--- src/rtl/game_pkg.sv ---
// Shared types and constants for the memorization-game round controller.
package game_pkg;

    typedef enum logic [2:0] {
        ST_IDLE,
        ST_SHOW,
        ST_ENTRY,
        ST_RESULT,
        ST_OVER
    } state_t;

    typedef enum logic [1:0] {
        RES_NONE = 2'b00,
        RES_PASS = 2'b01,
        RES_FAIL = 2'b10
    } result_t;

    localparam int unsigned         DIGIT_W     = 4;
    localparam logic [DIGIT_W-1:0]  BLANK_DIGIT = 4'hF;

    // Galois right-shift feedback mask for taps 16,14,13,11
    localparam logic [15:0]         LFSR_TAPS   = 16'hB400;

    // Fold each raw nibble into the 0..9 range (10..15 -> 0..5)
    function automatic logic [15:0] map_digits(input logic [15:0] raw);
        logic [DIGIT_W-1:0] nib;
        logic [15:0]        mapped;
        mapped = '0;
        for (int unsigned i = 0; i < 4; i++) begin
            nib = raw[i*DIGIT_W +: DIGIT_W];
            mapped[i*DIGIT_W +: DIGIT_W] = (nib >= 4'd10) ? (nib - 4'd10) : nib;
        end
        return mapped;
    endfunction

    // True when any digit of the entry is still unfilled
    function automatic logic has_blank(input logic [15:0] value);
        logic found;
        found = 1'b0;
        for (int unsigned i = 0; i < 4; i++) begin
            if (value[i*DIGIT_W +: DIGIT_W] == BLANK_DIGIT) begin
                found = 1'b1;
            end
        end
        return found;
    endfunction

endpackage

--- src/rtl/lfsr16.sv ---
// Free-running 16-bit Galois LFSR used as the target digit source.
module lfsr16
    import game_pkg::*;
#(
    parameter logic [15:0] SEED = 16'hACE1
) (
    input  logic        masterClk,
    input  logic        rst,
    output logic [15:0] value
);

    logic [15:0] lfsr_q;
    logic [15:0] lfsr_d;

    // Shift right, folding the feedback bit into the tap positions
    always_comb begin
        lfsr_d = {1'b0, lfsr_q[15:1]} ^ (lfsr_q[0] ? LFSR_TAPS : '0);
    end

    // LFSR register; restarts from the seed on reset
    always_ff @(posedge masterClk or posedge rst) begin
        if (rst) begin
            lfsr_q <= SEED;
        end else begin
            lfsr_q <= lfsr_d;
        end
    end

    assign value = lfsr_q;

endmodule

--- config.mk ---
export PLATFORM = sky130hd
export DESIGN_NAME = lfsr16
export DESIGN_NICKNAME = d
export VERILOG_FILES = /design/src/rtl/game_pkg.sv /design/src/rtl/lfsr16.sv
export SDC_FILE = /design/constraint.sdc
export NUM_CORES = 1
export LEC_CHECK = 0
export CAP_MARGIN = 20
export CORE_AREA = 2 2 40 42
export CTS_CLUSTER_DIAMETER = 40
export DETAILED_ROUTE_END_ITERATION = 8
export DIE_AREA = 0 0 42 44
export HOLD_SLACK_MARGIN = 0.03
export PLACE_DENSITY = 0.69
export SYNTH_ARGS = -nofsm -noshare
export SYNTH_HDL_FRONTEND = slang
export SYNTH_SLANG_ARGS = --single-unit
--- constraint.sdc ---
create_clock -name masterClk -period 0.9 [get_ports masterClk]
set_input_delay 0.09 -clock masterClk [delete_from_list [all_inputs] [get_ports masterClk]]
set_output_delay 0.09 -clock masterClk [all_outputs]
set_load 0.01 [all_outputs]
# Word level (Yosys, flattened, before mapping)
# Index checks and enable logic that the tools add are counted.
[classes]
n_mul = 0
n_addsub = 0
shift = 0
mux = 1
eq_ne = 0
bitwise = 1
div = 0
n_lt_le_gt_ge = 0
n_reduce_logical = 0
[op_table]
columns = ["op", "count"]
rows = [
  ["$mux W16", 1],
  ["$xor A15 B16 Y16", 1],
]
[word_totals]
mem_bits_rw = 0
n_memories = 0
latch_bits = 0
output_inout_bits = 16
rom_bits = 0
wordCells = 3
register_bits = 16

# Logic depth before layout (Yosys ltp)
# Gate-level depths: netlist of the first run.
[depth]
depth_word = 2
ltp_mapped = 1
mapped_depth_nobuf = 1

# Least setup slack after synthesis of the first run
# OpenSTA, ideal clock, no wires.
[synth_path]
path_type = "register to output"
start = "register lfsr_q[0], in the netlist value[0]"
end = "output value[0]"
required_ns = 0.810
setup_slack_ns = 0.130
arrival_time_ns = 0.680
path_stages_with_launch = 2
cell_sequence = "dfstp_2 -> buf_4"
[synth_lines]
columns = ["item", "line_no", "rtl"]
rows = [
  ["start, declared", "lfsr16.sv:12", "logic [15:0] lfsr_q;"],
  ["start signal, assigned", "lfsr16.sv:25", "lfsr_q <= lfsr_d;"],
  ["end, declared", "lfsr16.sv:9", "output logic [15:0] value"],
]
# No word-level cell between the ends.

# Worst setup path after layout of the first run
[layout_path]
start = "register lfsr_q[13], in the netlist value[13]"
end = "output value[13]"
# No word-level cell between the ends.

==> run_summary.xml, run 1 <==
<?xml version="1.0" encoding="UTF-8"?>
<metrics>
  <group name="sta">
    <metric name="tightest_slew" unit="ps">106.2</metric>
    <metric name="setup_repair_after_global_routing_missed_its_margin" unit="">true</metric>
    <metric name="slew_violations" unit="">0</metric>
    <metric name="slew_headroom" unit="%">92.91</metric>
    <metric name="max_freq" unit="MHz">983.9</metric>
    <metric name="finalCritPeriodShare" unit="%">112.9</metric>
    <metric name="period_needed" unit="ps">1016</metric>
    <metric name="setup_ws" unit="ps">-116.3</metric>
    <metric name="final.setup_skew" unit="ps">3.195</metric>
    <metric name="setup_viol_count_final" unit="">12</metric>
    <metric name="tns" unit="ps">-876.7</metric>
    <metric name="final_hold_viol_count" unit="">0</metric>
  </group>
  <group name="place">
    <metric name="portBuffers" unit="">17</metric>
    <metric name="gpl.final_weighted_congestion" unit="">0.7142</metric>
    <metric name="post-dp-hpwl" unit="um">611</metric>
    <metric name="dp_worst_setup_slack" unit="ps">-257.1</metric>
    <metric name="placed_cells" unit="">59</metric>
  </group>
  <group name="synth">
    <metric name="synthCells" unit="">33</metric>
    <metric name="syn_area_per_cell" unit="um^2">16.30</metric>
    <metric name="synth.cell_area" unit="um^2">538.0</metric>
    <metric name="yosys_warnings" unit="">0</metric>
    <metric name="mappedNetlistNets" unit="">35</metric>
    <metric name="yosys_register_bits" unit="">16</metric>
    <metric name="synthDistinctLibCells" unit="">5</metric>
    <metric name="netlist.top_cell.by_area" unit="">sky130_fd_sc_hd__dfstp_2</metric>
    <metric name="synthTopCellsByArea" unit="">sky130_fd_sc_hd__dfstp_2, sky130_fd_sc_hd__dfrtp_1, sky130_fd_sc_hd__buf_4, sky130_fd_sc_hd__xor2_1, sky130_fd_sc_hd__inv_1</metric>
    <metric name="synth_largest_type_area_fraction" unit="%">39.07</metric>
    <metric name="yosysSeqAreaShare" unit="%">76.28</metric>
  </group>
  <group name="finish">
    <metric name="fillerInstances" unit="">119</metric>
    <metric name="postLayoutCoreUtil" unit="%">54.67</metric>
    <metric name="drive_gt1_share" unit="%">81.48</metric>
    <metric name="largest_reg_flops" unit="">16</metric>
    <metric name="mostFrequentLayoutCell" unit="">sky130_fd_sc_hd__buf_4</metric>
    <metric name="antenna-diode-count" unit="">0</metric>
    <metric name="commonest_non_fill_non_tap_cells_in_the_layout" unit="">sky130_fd_sc_hd__buf_4, sky130_fd_sc_hd__buf_6, sky130_fd_sc_hd__dfstp_2, sky130_fd_sc_hd__dfrtp_1, sky130_fd_sc_hd__buf_2</metric>
    <metric name="nets" unit="">57</metric>
    <metric name="areaGrowthSynthToFinish" unit="%">44.19</metric>
    <metric name="finalNonFillerCells" unit="">70</metric>
  </group>
  <group name="clocking">
    <metric name="ctsRootBufferMaster" unit="">sky130_fd_sc_hd__clkbuf_4</metric>
    <metric name="clkSlewWorstSetupHoldPaths" unit="ps">90</metric>
    <metric name="numCtsBuffers" unit="">3</metric>
    <metric name="tritoncts" unit="">built</metric>
    <metric name="htree_levels" unit="">1</metric>
    <metric name="cts_sinks" unit="">16</metric>
    <metric name="cts-root-to-sink-buffers" unit="">2</metric>
    <metric name="insertion_delay" unit="ps">270</metric>
  </group>
  <group name="run">
    <metric name="max_cap_viols" unit="">0</metric>
  </group>
  <group name="setup_path">
    <metric name="crit_required" unit="ps">810</metric>
    <metric name="critPathMaxStageDelay" unit="ps">550</metric>
    <metric name="cp-end-kind" unit="">primary output</metric>
    <metric name="cp_slowest_cell" unit="">sky130_fd_sc_hd__dfstp_2</metric>
    <metric name="criticalPathCategory" unit="">register to primary output</metric>
    <metric name="crit_buf_inv" unit="">1</metric>
    <metric name="critical_path.max_fanout" unit="">2</metric>
    <metric name="crit_family" unit="">flip-flops</metric>
    <metric name="setup.worst_path.start_class" unit="">register</metric>
    <metric name="crit_arrival" unit="ps">930</metric>
    <metric name="crit_chain" unit="">buf_6</metric>
  </group>
  <group name="worst_hold_path">
    <metric name="hold_class" unit="">input pin to async pin</metric>
  </group>
  <group name="drt">
    <metric name="top_metal_used" unit="">met4</metric>
    <metric name="via_count" unit="">269</metric>
    <metric name="wl_met2" unit="um">469</metric>
    <metric name="route.antenna.remaining_nets" unit="">0</metric>
    <metric name="finalWirelength" unit="um">863</metric>
    <metric name="wl_met1" unit="um">340</metric>
    <metric name="via_per_inst" unit="">3.843</metric>
    <metric name="met3_wirelength" unit="um">45</metric>
    <metric name="initialDrtViolationCount" unit="">1</metric>
    <metric name="detail_route.drc_violations" unit="">0</metric>
    <metric name="drt_pass1_iterations" unit="">2</metric>
    <metric name="post_drt_wl_per_cell" unit="um">12.33</metric>
  </group>
  <group name="floorplanning">
    <metric name="chip_width" unit="um">42</metric>
    <metric name="dieHeight" unit="um">44</metric>
    <metric name="floorplan.core_area" unit="mm^2">0.001419</metric>
    <metric name="io_pins" unit="">18</metric>
    <metric name="start_util" unit="%">37.92</metric>
    <metric name="die_area" unit="mm^2">0.001848</metric>
    <metric name="std_cell_rows" unit="">14</metric>
  </group>
  <group name="grt">
    <metric name="grt_usage" unit="%">11.19</metric>
    <metric name="maximum_number_of_pins_on_one_net_before_global_route_repair" unit="">17</metric>
    <metric name="grt_pass1_vias" unit="">301</metric>
    <metric name="grt_antenna_before_repair" unit="">0</metric>
    <metric name="globalRoute.totalOverflow" unit="">0</metric>
    <metric name="wire_length_of_the_first_global_routing_pass" unit="mm">1.407</metric>
  </group>
  <group name="pwr">
    <metric name="vdd_drop_max" unit="V">0.001007</metric>
    <metric name="leakage" unit="nW">0.4211</metric>
    <metric name="power_per_cell_area" unit="mW/mm^2">1537</metric>
  </group>
  <group name="outcome">
    <metric name="outcome" unit="">finished, violations left</metric>
    <metric name="violated_checks" unit="">negative setup slack</metric>
  </group>
</metrics>
stage by stage:
step           hold slack, ps  area, um^2   power, W
6_report                140.3       775.7   0.001192
3_3_place_gp            357.1       688.2  0.0007601
4_1_cts                 144.6       732.0   0.001224
3_5_place_dp            359.2       688.2  0.0007624
5_1_grt                 144.6       775.7   0.001247
2_1_floorplan          -1.986       538.0  0.0007435
cell usage after synthesis, drive strengths merged:
master / count
buf: 13
dfrtp: 8
dfstp: 8
inv: 1
xor2: 3
timing repair:
action | 4_1_cts | 5_1_grt
hold buffers | 0 | 0
endpoints found under the hold margin | 0 | 0
setup buffers | 5 | 2
gates resized for setup | 72 | 4
setup endpoints to repair | 18 | 19
routing by layer:
metal	vias to the layer above	GRT usage (%)
met2	10	19.38
met4	0	7.742
met3	2	2.917
met5	-	0
met1	134	11.99
li1	123	-
final timing paths:
kind                            startpoint        end  slack [ps]  depth (start not counted)
worst min register to register    value[6]   value[5]         380                          0
min in group masterClk            value[6]   value[5]         380                          0
worst max-delay path             value[13]  value[13]        -120                          1
worst max register to register    value[0]  value[12]         -20                          2
max in group asynchronous              rst   value[7]         560                          3
worst min-delay path                   rst   value[1]         140                          3
power by group:
group	switching (W)	internal [W]	leakage (nW)
Combinational	0.0000149	0.0000128	0.206
Sequential	0	0.000720	0.194
Clock	0.000199	0.000245	0.0210
Total	0.000213	0.000979	0.421
cells by family after synthesis:
logic type / synth area share, %
buffers and inverters: 18.84
XOR/XNOR: 4.885
flip-flops: 76.28
area by class of cell:
type	count	area (um^2)	area share, %
flip-flops and latches	16	410.4	52.90
clock buffers	4	36.28	4.677
repair buffers	30	256.5	33.06
well taps	16	20.02	2.581
inverters	1	3.754	0.4839
multi-input cells	3	48.80	6.290
worst register-to-register path, delay by kind of cell (launching register included):
kind / cells / cell delay (ps)
XOR/XNOR: 1 / 130
buffers and inverters: 1 / 160
flip-flops: 1 / 550
(Power assumes the default switching activity.)
==> run 2, diff against run 1 <==
Clock period 0.9 ns to 1 ns, I/O delays scaled along.
==> run 2 against run 1 <==
The flow still finishes with violations (negative setup slack). Hold slack got worse by 7.9 ps. Via count increased by 4.5%. Sequential power decreased by 10%. Cell count unchanged. Critical path type unchanged. Critical endpoint unchanged.
==> run_summary.xml, run 2 (synthesis gave the netlist of run 1 again) <==
<?xml version="1.0" encoding="UTF-8"?>
<metrics>
  <group name="setup_path">
    <metric name="critical_path_cell_count" unit="">1</metric>
    <metric name="setup.worst_path.start_class" unit="">register</metric>
    <metric name="cp_slowest_cell" unit="">sky130_fd_sc_hd__dfstp_2</metric>
    <metric name="worst-r2r-setup-slack" unit="ps">80</metric>
    <metric name="crit_required" unit="ps">900</metric>
    <metric name="r2r_cells" unit="">2</metric>
    <metric name="endpoint_of_the_worst_register_to_register_path" unit="">value[12]</metric>
    <metric name="timing.rr.start" unit="">value[0]</metric>
    <metric name="cp-end-kind" unit="">primary output</metric>
    <metric name="criticalPathCategory" unit="">register to primary output</metric>
    <metric name="critical_path.max_fanout" unit="">2</metric>
    <metric name="crit_family" unit="">flip-flops</metric>
    <metric name="crit_chain" unit="">buf_6</metric>
    <metric name="critPathMaxStageDelay" unit="ps">550</metric>
    <metric name="crit_arrival" unit="ps">940</metric>
    <metric name="crit_buf_inv" unit="">1</metric>
  </group>
  <group name="pwr">
    <metric name="power_per_cell_area" unit="mW/mm^2">1442</metric>
    <metric name="clk_pwr_share" unit="%">37.5</metric>
    <metric name="share_seq_of_total_power" unit="%">60.2</metric>
    <metric name="internal-power" unit="W">0.0008812</metric>
    <metric name="share_of_total_power_in_combinational_logic" unit="%">2.3</metric>
    <metric name="leakage" unit="nW">0.4221</metric>
    <metric name="power_switching_share" unit="%">18.20</metric>
    <metric name="netSwitchingPower" unit="W">0.0001960</metric>
    <metric name="vdd_drop_max" unit="V">0.0009111</metric>
  </group>
  <group name="floorplanning">
    <metric name="chip_width" unit="um">42</metric>
    <metric name="dieHeight" unit="um">44</metric>
    <metric name="die_area" unit="mm^2">0.001848</metric>
    <metric name="io_pins" unit="">18</metric>
    <metric name="std_cell_rows" unit="">14</metric>
    <metric name="floorplan.core_area" unit="mm^2">0.001419</metric>
    <metric name="start_util" unit="%">37.92</metric>
  </group>
  <group name="drt">
    <metric name="detail_route.drc_violations" unit="">0</metric>
    <metric name="drt_pass1_iterations" unit="">4</metric>
    <metric name="wl_met1" unit="um">354</metric>
    <metric name="route.antenna.remaining_nets" unit="">0</metric>
    <metric name="wl_met2" unit="um">465</metric>
    <metric name="met3_wirelength" unit="um">43</metric>
    <metric name="top_metal_used" unit="">met4</metric>
    <metric name="post_drt_wl_per_cell" unit="um">12.46</metric>
    <metric name="finalWirelength" unit="um">872</metric>
    <metric name="via_per_inst" unit="">4.014</metric>
    <metric name="initialDrtViolationCount" unit="">2</metric>
    <metric name="via_count" unit="">281</metric>
  </group>
  <group name="clocking">
    <metric name="clkSlewWorstSetupHoldPaths" unit="ps">80</metric>
    <metric name="cts-root-to-sink-buffers" unit="">2</metric>
    <metric name="cts-hold-fix-buffers" unit="">0</metric>
    <metric name="ctsRootBufferMaster" unit="">sky130_fd_sc_hd__clkbuf_4</metric>
    <metric name="cts_sinks" unit="">16</metric>
    <metric name="numCtsBuffers" unit="">3</metric>
    <metric name="htree_levels" unit="">1</metric>
    <metric name="tritoncts" unit="">built</metric>
    <metric name="insertion_delay" unit="ps">280</metric>
  </group>
  <group name="sta">
    <metric name="setup_repair_after_global_routing_missed_its_margin" unit="">true</metric>
    <metric name="slew_headroom" unit="%">90.90</metric>
    <metric name="period_needed" unit="ps">1036</metric>
    <metric name="final_hold_viol_count" unit="">0</metric>
    <metric name="tns" unit="ps">-174.0</metric>
    <metric name="setup_ws" unit="ps">-35.76</metric>
    <metric name="finalCritPeriodShare" unit="%">103.6</metric>
    <metric name="setup_viol_count_final" unit="">8</metric>
    <metric name="final.setup_skew" unit="ps">1.029</metric>
    <metric name="tightest_slew" unit="ps">136.1</metric>
    <metric name="max_freq" unit="MHz">965.5</metric>
    <metric name="slew_violations" unit="">0</metric>
  </group>
  <group name="finish">
    <metric name="largest_reg_flops" unit="">16</metric>
    <metric name="drive_gt1_share" unit="%">75.93</metric>
    <metric name="mostFrequentLayoutCell" unit="">sky130_fd_sc_hd__buf_4</metric>
    <metric name="layout.cell_area.non_filler" unit="um^2">747.0</metric>
    <metric name="sequential_cell_area" unit="um^2">410.4</metric>
    <metric name="fillerInstances" unit="">124</metric>
    <metric name="multi_input_comb_area" unit="um^2">26.28</metric>
    <metric name="commonest_non_fill_non_tap_cells_in_the_layout" unit="">sky130_fd_sc_hd__buf_4, sky130_fd_sc_hd__buf_2, sky130_fd_sc_hd__buf_6, sky130_fd_sc_hd__dfstp_2, sky130_fd_sc_hd__dfrtp_1</metric>
    <metric name="finalNonFillerCells" unit="">70</metric>
    <metric name="nets" unit="">57</metric>
    <metric name="areaGrowthSynthToFinish" unit="%">38.84</metric>
    <metric name="postLayoutCoreUtil" unit="%">52.65</metric>
    <metric name="antenna-diode-count" unit="">0</metric>
  </group>
  <group name="grt">
    <metric name="grt_pass1_vias" unit="">309</metric>
    <metric name="grt_antenna_before_repair" unit="">0</metric>
    <metric name="grt_usage" unit="%">10.92</metric>
    <metric name="globalRoute.totalOverflow" unit="">0</metric>
    <metric name="maximum_number_of_pins_on_one_net_before_global_route_repair" unit="">17</metric>
    <metric name="wire_length_of_the_first_global_routing_pass" unit="mm">1.352</metric>
  </group>
  <group name="outcome">
    <metric name="outcome" unit="">finished, violations left</metric>
    <metric name="violated_checks" unit="">negative setup slack</metric>
  </group>
  <group name="place">
    <metric name="placed_cells" unit="">58</metric>
    <metric name="post-dp-hpwl" unit="um">589.5</metric>
    <metric name="portBuffers" unit="">17</metric>
    <metric name="gpl.final_weighted_congestion" unit="">0.7142</metric>
    <metric name="post_dp_cell_area" unit="um^2">680.7</metric>
  </group>
  <group name="worst_hold_path">
    <metric name="hold_class" unit="">input pin to async pin</metric>
  </group>
  <group name="run">
    <metric name="max_cap_viols" unit="">0</metric>
  </group>
</metrics>
-- run 2: final cells by class --
cell class	instances	area share (%)
sequential	16	54.94
multi-input combinational	3	3.518
inverter	1	0.5025
tap	16	2.680
timing repair buffer	30	33.50
clock buffer	4	4.858
-- run 2: worst max path at each step --
| stage | from | to |
|---|---|---|
| floorplan | value[0] | value[0] |
| global placement | value[0] | value[0] |
| detailed placement | value[13] | value[13] |
| CTS | value[13] | value[13] |
| global route | value[13] | value[13] |
| finish | value[13] | value[13] |
-- run 2: power groups by stage --
| stage | Combinational, W | Sequential, W | Clock (W) |
|---|---|---|---|
| 2_1_floorplan | 0.00000949 | 0.000660 | 0 |
| 3_3_place_gp | 0.0000245 | 0.000660 | 0 |
| 3_5_place_dp | 0.0000262 | 0.000660 | 0 |
| 4_1_cts | 0.0000262 | 0.000648 | 0.000433 |
| 5_1_grt | 0.0000277 | 0.000648 | 0.000444 |
| 6_report | 0.0000247 | 0.000648 | 0.000404 |
-- run 2: routing by layer --
metal | vias up | track usage [%]
met5 | - | 0
li1 | 127 | -
met4 | 0 | 9.677
met1 | 140 | 10.90
met3 | 2 | 2.500
met2 | 12 | 19.06
-- run 2: stage by stage --
| stage | hold WS [ps] | power, W | setup slack [ps] |
|---|---|---|---|
| final | 132.5 | 0.001077 | -35.76 |
| after global routing | 137.0 | 0.001121 | -65.07 |
| after CTS | 125.9 | 0.001107 | -56.18 |
| after detailed placement | 359.2 | 0.0006858 | -170.6 |
| after global placement | 357.1 | 0.0006841 | -143.6 |
| after floorplan | 8.014 | 0.0006691 | 220.4 |
-- run 2: repair_timing --
item | CTS | global route
gates resized for setup | 71 | 1
setup endpoints to repair | 16 | 9
buffers inserted | 7 | 1
==> run 3, diff against run 2 <==
Settings changed: ABC_CLOCK_PERIOD_IN_PS set to 1000.
==> results of run 3 <==
Same layout as run 2: the final DEF is identical, and so are final timing and power.
